--- config.mk ---
export PLATFORM = sky130hd
export DESIGN_NAME = mem_bus_arbiter
export DESIGN_NICKNAME = d
export VERILOG_FILES = /design/src/rtl/mem_bus_arbiter.sv
export SDC_FILE = /design/constraint.sdc
export NUM_CORES = 1
export LEC_CHECK = 0
export CAP_MARGIN = 5
export CELL_PAD_IN_SITES_DETAIL_PLACEMENT = 1
export CELL_PAD_IN_SITES_GLOBAL_PLACEMENT = 2
export CORE_MARGIN = 1.5
export CORE_UTILIZATION = 32
export DETAILED_ROUTE_END_ITERATION = 6
export PLACE_DENSITY = 0.88
export SKIP_CTS_REPAIR_TIMING = 1
export SYNTH_ARGS = -nofsm -noshare
export SYNTH_HDL_FRONTEND = slang
export SYNTH_SLANG_ARGS = --single-unit
--- constraint.sdc ---
create_clock -name clk -period 10.54 [get_ports clk]
set_input_delay 1.054 -clock clk [delete_from_list [all_inputs] [get_ports clk]]
set_output_delay 1.054 -clock clk [all_outputs]
set_load 0.05 [all_outputs]
--- src/rtl/mem_bus_arbiter.sv ---
// Two-port (I-fetch / D-mem) arbiter onto one pulse-based memory bus; one outstanding transaction at a time.
// Optional round-robin conflict resolution when ARB_ROUND_ROBIN_EN is defined; otherwise port D has fixed priority.
module mem_bus_arbiter #(
  parameter int ADDR_W = 32,
  parameter int DATA_W = 32
) (
  input  logic                clk,
  input  logic                rst,
  input  logic                i_request_enable,
  input  logic                i_mode,
  input  logic [ADDR_W-1:0]   i_addr,
  input  logic [DATA_W-1:0]   i_wdata,
  input  logic [DATA_W/8-1:0] i_wstrb,
  output logic                i_response_enable,
  output logic [DATA_W-1:0]   i_data,
  input  logic                d_request_enable,
  input  logic                d_mode,
  input  logic [ADDR_W-1:0]   d_addr,
  input  logic [DATA_W-1:0]   d_wdata,
  input  logic [DATA_W/8-1:0] d_wstrb,
  output logic                d_response_enable,
  output logic [DATA_W-1:0]   d_data,
  output logic                request_enable,
  output logic                mode,
  output logic [ADDR_W-1:0]   addr,
  output logic [DATA_W-1:0]   wdata,
  output logic [DATA_W/8-1:0] wstrb,
  input  logic                response_enable,
  input  logic [DATA_W-1:0]   data,
  output logic                busy,
  output logic                owner,
  output logic                proto_err
);
  localparam int STRB_W = DATA_W / 8;

  typedef enum logic {S_IDLE, S_WAIT} state_t;

  state_t              r_state, w_state_next;
  logic                r_i_valid, r_i_mode, r_d_valid, r_d_mode;
  logic [ADDR_W-1:0]   r_i_addr, r_d_addr;
  logic [DATA_W-1:0]   r_i_wdata, r_d_wdata;
  logic [STRB_W-1:0]   r_i_wstrb, r_d_wstrb;
  logic                w_i_own, w_d_own, w_i_drop, w_d_drop, w_i_acc, w_d_acc;
  logic                w_i_cand, w_d_cand, w_grant, w_grant_d, w_done;
  logic                w_g_mode;
  logic [ADDR_W-1:0]   w_g_addr;
  logic [DATA_W-1:0]   w_g_wdata;
  logic [STRB_W-1:0]   w_g_wstrb;
`ifdef ARB_ROUND_ROBIN_EN
  logic                r_last_grant;
`endif

  // A port counts as occupied while it owns the bus, up to the cycle its response arrives.
  assign w_i_own  = (r_state == S_WAIT) && !owner && !response_enable;
  assign w_d_own  = (r_state == S_WAIT) &&  owner && !response_enable;
  assign w_i_drop = i_request_enable && (r_i_valid || w_i_own);
  assign w_d_drop = d_request_enable && (r_d_valid || w_d_own);
  assign w_i_acc  = i_request_enable && !w_i_drop;
  assign w_d_acc  = d_request_enable && !w_d_drop;
  assign w_i_cand = r_i_valid || w_i_acc;
  assign w_d_cand = r_d_valid || w_d_acc;
  assign busy     = (r_state == S_WAIT);

  always_comb begin
    w_state_next = r_state;
    w_grant      = 1'b0;
    w_grant_d    = 1'b0;
    w_done       = 1'b0;
    case (r_state)
      S_IDLE: begin
        if (w_i_cand && w_d_cand) begin
          w_grant = 1'b1;
`ifdef ARB_ROUND_ROBIN_EN
          w_grant_d = (r_last_grant == 1'b0);
`else
          w_grant_d = 1'b1;
`endif
        end else if (w_i_cand || w_d_cand) begin
          w_grant   = 1'b1;
          w_grant_d = w_d_cand;
        end
        if (w_grant) w_state_next = S_WAIT;
      end
      S_WAIT: begin
        if (response_enable) begin
          w_done       = 1'b1;
          w_state_next = S_IDLE;
        end
      end
      default: w_state_next = S_IDLE;
    endcase
  end

  // Granted fields come from the slot if pending, else straight from the incoming pulse.
  always_comb begin
    if (w_grant_d) begin
      w_g_mode  = r_d_valid ? r_d_mode  : d_mode;
      w_g_addr  = r_d_valid ? r_d_addr  : d_addr;
      w_g_wdata = r_d_valid ? r_d_wdata : d_wdata;
      w_g_wstrb = r_d_valid ? r_d_wstrb : d_wstrb;
    end else begin
      w_g_mode  = r_i_valid ? r_i_mode  : i_mode;
      w_g_addr  = r_i_valid ? r_i_addr  : i_addr;
      w_g_wdata = r_i_valid ? r_i_wdata : i_wdata;
      w_g_wstrb = r_i_valid ? r_i_wstrb : i_wstrb;
    end
  end

  always_ff @(posedge clk or posedge rst) begin
    if (rst) begin
      r_state           <= S_IDLE;
      r_i_valid         <= 1'b0;
      r_i_mode          <= 1'b0;
      r_i_addr          <= '0;
      r_i_wdata         <= '0;
      r_i_wstrb         <= '0;
      r_d_valid         <= 1'b0;
      r_d_mode          <= 1'b0;
      r_d_addr          <= '0;
      r_d_wdata         <= '0;
      r_d_wstrb         <= '0;
      request_enable    <= 1'b0;
      mode              <= 1'b0;
      addr              <= '0;
      wdata             <= '0;
      wstrb             <= '0;
      owner             <= 1'b0;
      i_response_enable <= 1'b0;
      i_data            <= '0;
      d_response_enable <= 1'b0;
      d_data            <= '0;
      proto_err         <= 1'b0;
`ifdef ARB_ROUND_ROBIN_EN
      r_last_grant      <= 1'b1;
`endif
    end else begin
      r_state           <= w_state_next;
      request_enable    <= w_grant;
      i_response_enable <= w_done && !owner;
      d_response_enable <= w_done &&  owner;
      i_data            <= (w_done && !owner) ? data : '0;
      d_data            <= (w_done &&  owner) ? data : '0;
      proto_err         <= proto_err || w_i_drop || w_d_drop;
      if (w_grant) begin
        mode  <= w_g_mode;
        addr  <= w_g_addr;
        wdata <= w_g_wdata;
        wstrb <= w_g_wstrb;
        owner <= w_grant_d;
`ifdef ARB_ROUND_ROBIN_EN
        r_last_grant <= w_grant_d;
`endif
      end
      if (w_grant && !w_grant_d) begin
        r_i_valid <= 1'b0;
      end else if (w_i_acc) begin
        r_i_valid <= 1'b1;
        r_i_mode  <= i_mode;
        r_i_addr  <= i_addr;
        r_i_wdata <= i_wdata;
        r_i_wstrb <= i_wstrb;
      end
      if (w_grant && w_grant_d) begin
        r_d_valid <= 1'b0;
      end else if (w_d_acc) begin
        r_d_valid <= 1'b1;
        r_d_mode  <= d_mode;
        r_d_addr  <= d_addr;
        r_d_wdata <= d_wdata;
        r_d_wstrb <= d_wstrb;
      end
    end
  end
endmodule
==> run metrics, run 1 <==
status=complete, no violations; final instance area=0.0167 sq mm; final setup vio count=0; Global Route met3 Usage=~5.8%; clk buf depth=3; Detail Route Antenna Nets=0; post-DR vias/cell=a little under 5; Critical-path top delay cell=nor2b_4; htree depth=1; slew of the pin with the lowest slew margin=~1.2 ns; mux share of post-synthesis cell area=around a quarter; Fmax achieved=229 MHz; worst hold stages=1; post-synthesis sequential area ratio=57.7%; Worst Setup Path Type=in2reg; Global Route met1 Usage=approximately a quarter; post-placement cell area=about 0.016 sq mm; Clk Latency, worst-skew pair=0.54 ns; initial antenna violation count=5; top cell family by delay on the critical path=buffers and inverters; Yosys reg bits=279; Clock transition at path regs=roughly 0.060 ns; drt drc=0; Routed WL=~35000 um; R2R setup slack=roughly 6.5 ns; Slew HR=23.0%; MaxCap Viol Count=0; Yosys top cell area share=~58%; unrepaired setup endpoints after global routing=no; hold slack=0.497 ns; most common cell after layout, fill and taps aside=clkdlybuf4s50_1; min-delay src=r_i_addr[2]; CTS buffer count=30; I/O pin count=314; startpoint types=input port; critical path required time=11.02 ns; Comb pwr share=about 37%; Initial Utilization=32.3%; Starting DRT DRC Count=399; via count=8559; fin util=44.7%; Detailed Place HPWL=about 24000 um; DIE AREA=0.0390 sq mm; Leak=7.34 nW; ranking of synthesized cells by area=dfrtp_1 58%, mux2_2 13%, mux2i_1 11%; Worst R2R Path Depth=6; Flop pwr share=38.8%; CP Cell Sequence=clkdlybuf4s50_1 > nand3b_1 > a21oi_4 > buf_4 > nor2b_4 > buf_4 > a221o_1; Die W=197 um; largest net degree at the start of global routing=130; dominant cell type by area after synthesis=dfrtp_1; library cells used by synthesis=26; Compound-Gate Fraction of Synth Area=6.11%; Reg-to-Reg End=addr[0]; part of the power in the clock network=24.5%; Yosys Warn Count=0; Die H=197 um; maximum vdd ir drop=0.000126 V; final max-slew violation count=0; FP Rows=71; largest family of logic cells by synthesized area=multiplexers; most frequent CP cell=buf_4; net switching power=0.00156 W; drt first pass iters=4; Post-Synth Adder-Cell Area=0%; nets=1386; reg2reg start=busy; Buf+Inv Stages, Crit Path=3; Largest stage delay, worst path=0.93 ns; Worst Setup End Kind=flip-flop; Global Route met2 Usage=30.3%; first-pass GRT wire length=56000 um; vias in the first global route=9676; share of post-route cells with drive strength above 1=16.6%; GP Congestion=0.773; GRT Overall Usage=between 10% and 20%; Post-Synth Simple-Gate Area=9.15%; syn_area_per_cell=13.0 sq um; Fin. Hold Viols=0; Hold Path Sink=r_i_addr[2]; total gr overflow=0; PD cells=approximately 260 mW/mm^2; Final Non-Filler Cells=roughly 1700; CTS tree=done; post-synth design cell area=0.0121 sq mm; sw frac=a little over a third; DP Cell Count=approximately 1700; CP arrival=4.84 ns; Layout Skew=0.00623 ns; Tcrit/Tclk final=41.5%; PortBufs=313; clock sinks=279; Wirelength per Cell=20.3 um; CTS root buf=clkbuf_16; Core ar.=0.0374 sq mm; Synth Area in XOR/XNOR=0%; Worst Path Max Fanout=47; most frequent cells in the layout=313 x clkdlybuf4s50_1, 276 x dfrtp_1, 138 x mux2i_1; min-delay worst type=reg2reg; fin crit period=between 4 and 5 ns; P_int=0.00279 W; GRT busiest layer=met2; Layout area overhead=38.1%; setup tns final=0 ns; Synth Net Count=~1100; Cells after Synth=929
[logic make-up after synthesis]
kind of cell	count (synthesis)
simple gates	219
flops	279
compound gates	77
mux	276
buf+inv	78
[sequential cells by signal, indices dropped and copies added, names as in the netlist, 4 cells and up]
| name | count |
|---|---|
| addr | 32 |
| d_data | 32 |
| i_data | 32 |
| r_d_addr | 32 |
| r_d_wdata | 32 |
| r_i_addr | 32 |
| r_i_wdata | 32 |
| wdata | 32 |
| r_d_wstrb | 4 |
| r_i_wstrb | 4 |
| wstrb | 4 |
[metrics by stage]
| stage | power (W) | setup WS (ns) |
|---|---|---|
| 2_1_floorplan | 0.00274 | 1.79 |
| 3_3_place_gp | 0.00326 | 5.77 |
| 3_5_place_dp | 0.00332 | 5.60 |
| 4_1_cts | 0.00441 | 6.16 |
| 5_1_grt | 0.00458 | 5.93 |
| 6_report | 0.00435 | 6.17 |
[worst reg2reg max path, cell delays in order, from the launching register on]
cell,delay [ns]
dfrtp_4,0.74
nand3b_1,0.24
a21oi_4,0.68
buf_4,0.60
nor2b_4,0.99
buf_4,0.50
a221o_1,0.26
[power by group through the flow]
stage / clock network (W) / registers, W / logic [W]
5_1_grt: 0.00114 / 0.00174 / 0.00170
3_3_place_gp: 0 / 0.00168 / 0.00157
6_report: 0.00106 / 0.00169 / 0.00160
3_5_place_dp: 0 / 0.00171 / 0.00161
2_1_floorplan: 0 / 0.00208 / 0.000660
4_1_cts: 0.00110 / 0.00169 / 0.00162
[how the worst max path moves through the flow]
stage / start / to / slack (ns) / cells past startpoint
after floorplan: rst / addr[0] / 1.79 / 1
after detailed placement: response_enable / addr[0] / 5.60 / 7
after global routing: response_enable / addr[0] / 5.93 / 7
after global placement: response_enable / wdata[27] / 5.77 / 7
final: response_enable / addr[0] / 6.17 / 7
after CTS: response_enable / addr[0] / 6.16 / 7
[synth_stat cells]
library cell,count
nand3b_1,1
nor3_1,71
mux2i_1,138
dfrtp_1,279
buf_2,20
nand2b_1,1
a21oi_1,2
nor2b_1,3
a21o_1,1
nor3b_1,1
o21a_1,1
mux2_2,136
nor2_1,71
clkbuf_1,46
nand2_1,4
or3b_1,1
o21ai_0,3
inv_1,2
a21oi_2,1
buf_6,2
nor4b_2,1
mux2_1,2
buf_1,8
and2_1,64
a221o_1,69
and3_1,1
[layout make-up]
class / count / area [sq um]
clock buffer: 47 / 926
antenna: 3 / 7.51
inverter: 2 / 15.0
timing repair buffer: 326 / 3230
tap: 511 / 639
multi-input combinational: 572 / 4820
clock inverter: 6 / 80.1
sequential: 279 / 6990
fill: 3846 / 20700
[per-layer routing]
metal  up-vias  share of wire, %
li1       3915                 -
met1      4342                42
met2       259                48
met3        39               8.5
met4         4               1.7
met5         -             0.062
Power figures use the tool's default switching activity.
==> run 2, diff against run 1 <==
--- a/config.mk
+++ b/config.mk
@@ -9,9 +9,9 @@
 export CELL_PAD_IN_SITES_DETAIL_PLACEMENT = 1
 export CELL_PAD_IN_SITES_GLOBAL_PLACEMENT = 2
 export CORE_MARGIN = 1.5
-export CORE_UTILIZATION = 32
+export CORE_UTILIZATION = 29
 export DETAILED_ROUTE_END_ITERATION = 6
-export PLACE_DENSITY = 0.88
+export PLACE_DENSITY = 0.85
 export SKIP_CTS_REPAIR_TIMING = 1
 export SYNTH_ARGS = -nofsm -noshare
 export SYNTH_HDL_FRONTEND = slang
==> constraint.sdc (replaced) <==
create_clock -name clk -period 3.7 [get_ports clk]
set_input_delay 0.37 -clock clk [delete_from_list [all_inputs] [get_ports clk]]
set_output_delay 0.37 -clock clk [all_outputs]
set_load 0.05 [all_outputs]
==> run 2 against run 1 <==
  * The run now ends with DRC left
  * Critical endpoint is now r_i_addr[24]
  * Hold slack worse by 0.19 ns
  * Largest cell class unchanged
  * Final cell count rose by 2.4%
  * Non-clock buffer count increased by 5
  * Highest routed layer unchanged
  * Largest power group unchanged
  * Routed wire length increased by 0.83%
==> run metrics, run 2 (same netlist as run 1, synthesis figures left out) <==
clock sinks=279 (unchanged); GP Congestion=0.771 (-0.34%); CP arrival=2.97 ns (-1.87 ns); part of the power in the clock network=27.1% (+2.6 points); Starting DRT DRC Count=384 (-3.8%); DIE AREA=0.0429 sq mm (+10%); Die W=207 um (+5.0%); Detail Route Antenna Nets=0 (unchanged); vias in the first global route=9699 (+0.24%); slew of the pin with the lowest slew margin=1.08 ns (-0.0750 ns); via count=8574 (+0.18%); Die H=207 um (+5.0%); Slew HR=28.0% (+5.0 points); status=finished with violations; Met1 Wirelength=14400 um (-2.4%); CTS root buf=clkbuf_16; post-DR vias/cell=4.80 (-2.2%); CTS buffer count=34 (+13%); P_int=0.00830 W (+200%); fin crit period=roughly 2.6 ns; total gr overflow=0 (unchanged); maximum vdd ir drop=0.000298 V (+140%); nets=1395 (+0.65%); Layout area overhead=40.9%; Tcrit/Tclk final=69.6%; Final Non-Filler Cells=1788 (+2.4%); GRT Overall Usage=16.9% (-1.5 points); Worst Setup Path Type=reg2reg; PortBufs=313 (unchanged); Leak=7.47 nW (+1.8%); drt first pass iters=6 (+2); startpoint types=flip-flop; Clk Latency, worst-skew pair=0.53 ns (about the same); PD cells=754 mW/mm^2 (+190%); DP Cell Count=1716 (+1.5%); sw frac=35.4% (-0.46 points); FP Rows=74 (+4.2%); most common cell after layout, fill and taps aside=clkdlybuf4s50_1; Clock transition at path regs=0.06 ns (about the same); share of post-route cells with drive strength above 1=17.6% (+0.94 points); hold slack=0.306 ns (-0.192 ns); I/O pin count=314 (unchanged); unrepaired setup endpoints after global routing=no; top sig layer=met5; Worst Setup End Kind=flip-flop; Detailed Place HPWL=24300 um (-0.27%); CTS tree=done; initial antenna violation count=10 (+5); Core ar.=0.0410 sq mm (+9.7%); failing checks=DRC; critical path required time=4.10 ns (-6.92 ns); Wirelength per Cell=19.9 um (-1.5%); MaxCap Viol Count=0 (unchanged); Fin. Hold Viols=0 (unchanged); largest net degree at the start of global routing=87 (-33%); drt drc=18 (+18); clk buf depth=3 (unchanged); Initial Utilization=29.5% (-2.9 points); Worst Path Max Fanout=62 (+32%); Flop pwr share=37.5% (-1.3 points); final max-slew violation count=0 (unchanged); Comb pwr share=35.5% (-1.2 points); Fmax achieved=between 300 and 400 MHz; net switching power=0.00455 W (+190%); met3 WL post-DR=2820 um (-6.5%); htree depth=2 (+1); most frequent cells in the layout=313 x clkdlybuf4s50_1, 276 x dfrtp_1, 138 x mux2i_1; first-pass GRT wire length=57000 um (+1.8%); min-delay worst type=in2async; routed wl met2=17400 um (+2.6%); Layout Skew=0.0112 ns (+0.00492 ns); final setup vio count=0 (unchanged); Routed WL=35700 um (+0.83%)
## run 2: cell types whose count changed in the layout (fill, tap and decap cells not counted), sizes merged
cell / delta
diode: +7
clkbuf: +7
buf: +5
clkinvlp: +2
## run 2: final timing paths
check	startpoint	to	slack, ns	cells after the start
max	r_d_valid	r_i_addr[24]	1.12	4
min	rst	i_data[20]	0.31	2
max reg2reg	r_d_valid	r_i_addr[24]	1.12	4
min reg2reg	r_i_addr[3]	r_i_addr[3]	0.49	1
max in group asynchronous	rst	r_d_addr[13]	2.54	3
min in group clk	data[27]	i_data[27]	0.43	2
## run 2: metal layers
metal	global-route usage (%)	up-vias
met5	0	-
met4	7.38	4
met3	5.64	54
met2	27.9	234
met1	20.1	4343
li1	-	3939
## run 2: power groups by stage
stage | Clock [W] | Sequential, W | Combinational, W
2_1_floorplan | 0 | 0.00593 | 0.00188
3_3_place_gp | 0 | 0.00481 | 0.00449
3_5_place_dp | 0 | 0.00486 | 0.00460
4_1_cts | 0.00359 | 0.00482 | 0.00461
5_1_grt | 0.00370 | 0.00497 | 0.00484
6_report | 0.00347 | 0.00481 | 0.00455
## run 2: final cells by class
type	count	area (sq um)
Antenna cell	10	25.0
Clock buffer	54	1090
Clock inverter	8	100
Fill cell	4242	24000
Inverter	2	11.3
Multi-Input combinational cell	572	4820
Sequential cell	279	6990
Tap cell	532	666
Timing Repair Buffer	331	3340
## run 2: per-stage QoR
| stage | total power [W] | area [sq um] | util, % | setup WS [ns] | TNS (ns) |
|---|---|---|---|---|---|
| finish | 0.0128 | 17000 | 41.6 | 1.12 | 0 |
| global route | 0.0135 | 17000 | 41.5 | 0.992 | 0 |
| CTS | 0.0130 | 17000 | 41.5 | 1.09 | 0 |
| detailed placement | 0.00946 | 15800 | 38.6 | 1.07 | 0 |
| global placement | 0.00930 | 15800 | 38.6 | 1.12 | 0 |
| floorplan | 0.00781 | 12100 | - | -0.363 | -101.37 |
## run 2: critical path: stages (launching register included)
cell and delay [ns]:
dfrtp_4 0.99, nor3_1 0.24, nor4b_4 0.37, buf_12 0.36, mux2_2 0.39
==> run 3, diff against run 2 <==
--- a/config.mk
+++ b/config.mk
@@ -9,9 +9,9 @@
 export CELL_PAD_IN_SITES_DETAIL_PLACEMENT = 1
 export CELL_PAD_IN_SITES_GLOBAL_PLACEMENT = 2
 export CORE_MARGIN = 1.5
-export CORE_UTILIZATION = 29
+export CORE_UTILIZATION = 32
 export DETAILED_ROUTE_END_ITERATION = 6
-export PLACE_DENSITY = 0.85
+export PLACE_DENSITY = 0.88
 export SKIP_CTS_REPAIR_TIMING = 1
 export SYNTH_ARGS = -nofsm -noshare
 export SYNTH_HDL_FRONTEND = slang
==> constraint.sdc (replaced) <==
create_clock -name clk -period 2.6 [get_ports clk]
set_input_delay 0.26 -clock clk [delete_from_list [all_inputs] [get_ports clk]]
set_output_delay 0.26 -clock clk [all_outputs]
set_load 0.05 [all_outputs]
==> run 3 against run 2 <==
  * The flow now finishes without violations
  * Flip-flop and latch count is the same
  * Design area is 0.53% lower
  * Sequential power grew 41%
  * Non-clock buffer count grew 12
  * Highest routed layer unchanged
==> run metrics, run 3 (same netlist as run 1, synthesis figures left out) <==
Starting DRT DRC Count=296 (-23%); startpoint types=flip-flop; Core ar.=0.0374 sq mm (-8.8%); Detail Route Antenna Nets=0 (unchanged); CTS tree=done; Clock transition at path regs=0.07 ns (about the same); vias in the first global route=9731 (+0.33%); Initial Utilization=32.3% (+2.9 points); initial antenna violation count=4 (-6); GP Congestion=0.750 (-2.7%); Clk Latency, worst-skew pair=0.57 ns (+0.04 ns); Critical-path top delay cell=nor2b_4; post-placement cell area=0.0160 sq mm (+1.0%); Tcrit/Tclk final=86.3% (+17 points); Wirelength per Cell=20.8 um (+4.5%); Worst Setup Path Type=reg2reg; DIE AREA=0.0390 sq mm (-9.2%); Layout Skew=0.0268 ns (+0.0157 ns); Layout area overhead=40.2%; total gr overflow=0 (unchanged); via count=8698 (+1.4%); Fmax achieved=445 MHz (+15%); part of the power in the clock network=23.7% (-3.4 points); FP Rows=71 (-4.1%); clk buf depth=3 (unchanged); drt first pass iters=4 (-2); Flop pwr share=38.4% (+0.9 points); critical path required time=3.09 ns (-1.01 ns); GRT Overall Usage=18.9% (+2.0 points); Fill cells=3865 (-8.9%); fin util=45.3% (+3.8 points); Worst Setup End Kind=flip-flop; min-delay worst type=in2async; Place WS=0.0341 ns (-1.04 ns); PortBufs=313 (unchanged); Worst Path Max Fanout=28 (-55%); most frequent cells in the layout=312 x clkdlybuf4s50_1, 276 x dfrtp_1, 138 x mux2i_1; CTS root buf=clkbuf_16; PD cells=1040 mW/mm^2 (+38%); final setup vio count=0 (unchanged); sw frac=36.3% (+0.89 points); share of post-route cells with drive strength above 1=17.7% (+0.10 points); Multi-input gate area=0.00482 sq mm (unchanged); CP arrival=2.73 ns (-0.24 ns); Comb pwr share=37.9% (+2.4 points); largest net degree at the start of global routing=76 (-13%); MaxCap Viol Count=0 (unchanged); I/O pin count=314 (unchanged); first-pass GRT wire length=57200 um (+0.24%); P_int=0.0112 W (+35%); unrepaired setup endpoints after global routing=no; most common cell after layout, fill and taps aside=clkdlybuf4s50_1; Reg area=0.00699 sq mm (unchanged); Die H=197 um (-4.7%); final max-slew violation count=0 (unchanged); Die W=197 um (-4.7%); Routed WL=36800 um (+3.1%); CP Cell Sequence=nand3b_1 > a21oi_4 > nor2b_4 > buf_4 > a221o_1; htree depth=1 (-1); final setup margin=0.355 ns (-0.769 ns); post-DR vias/cell=4.93 (+2.8%); net switching power=0.00639 W (+41%); nets=1404 (+0.65%); CTS buffer count=31 (-8.8%); drt drc=0 (-18); Fin. Hold Viols=0 (unchanged); Detailed Place HPWL=25100 um (+3.1%); final instance area=0.0170 sq mm (-0.53%); Leak=7.46 nW (-0.24%); fin crit period=2.24 ns (-0.331 ns); clock sinks=279 (unchanged); slew of the pin with the lowest slew margin=0.971 ns (-0.109 ns); maximum vdd ir drop=0.000453 V (+52%); status=complete, no violations; Slew HR=35.2% (+7.3 points); Largest stage delay, worst path=0.74 ns (-0.25 ns)
-- run 3: worst paths after layout --
kind                        startpoint     endpoint  slack (ns)  cells after the start
max                              owner     wdata[8]        0.36                      5
min in group clk               data[2]    d_data[2]        0.27                      2
max reg2reg                      owner     wdata[8]        0.36                      5
min                                rst    i_data[3]        0.08                      2
min reg2reg                r_i_addr[2]  r_i_addr[2]        0.49                      1
max in group asynchronous          rst  r_d_addr[6]        1.74                      3
-- run 3: metrics by stage --
| stage | hold slack (ns) | setup TNS (ns) | cells | total power (W) |
|---|---|---|---|---|
| floorplan | 0.387 | -377.58 | 929 | 0.0111 |
| detailed placement | 0.479 | 0 | 1707 | 0.0136 |
| global placement | 0.467 | 0 | 1707 | 0.0133 |
| finish | 0.0829 | 0 | 1764 | 0.0176 |
| CTS | 0.0619 | 0 | 1761 | 0.0179 |
| global route | 0.100 | 0 | 1764 | 0.0185 |
-- run 3: critical path, delay by kind of cell, from the launching register on --
| kind | cells | cell delay [ns] |
|---|---|---|
| simple gates | 2 | 0.94 |
| compound gates | 2 | 0.40 |
| flops | 1 | 0.47 |
| buf+inv | 1 | 0.34 |
-- run 3: power groups by stage --
stage | Combinational [W] | Sequential (W) | Clock (W)
CTS | 0.00677 | 0.00676 | 0.00433
global route | 0.00710 | 0.00695 | 0.00448
global placement | 0.00657 | 0.00671 | 0
finish | 0.00669 | 0.00676 | 0.00418
detailed placement | 0.00675 | 0.00681 | 0
floorplan | 0.00268 | 0.00844 | 0
-- run 3: layout make-up --
class / instances / area share, %
Clock buffer: 47 / 5.28
Sequential cell: 279 / 41.2
Antenna cell: 3 / 0.0443
Clock inverter: 7 / 0.354
Tap cell: 511 / 3.77
Inverter: 2 / 0.0664
Timing Repair Buffer: 343 / 20.8
Multi-Input combinational cell: 572 / 28.4
-- run 3: layer usage --
metal | part of all wire, % | global-route usage [%] | vias up | routed length, um
li1 | - | - | 3943 | -
met2 | 50 | 32.4 | 286 | 18300
met5 | 0.035 | 0 | - | 13
met3 | 8.3 | 6.25 | 41 | 3070
met4 | 1.7 | 5.03 | 2 | 641
met1 | 40 | 22.8 | 4426 | 14800
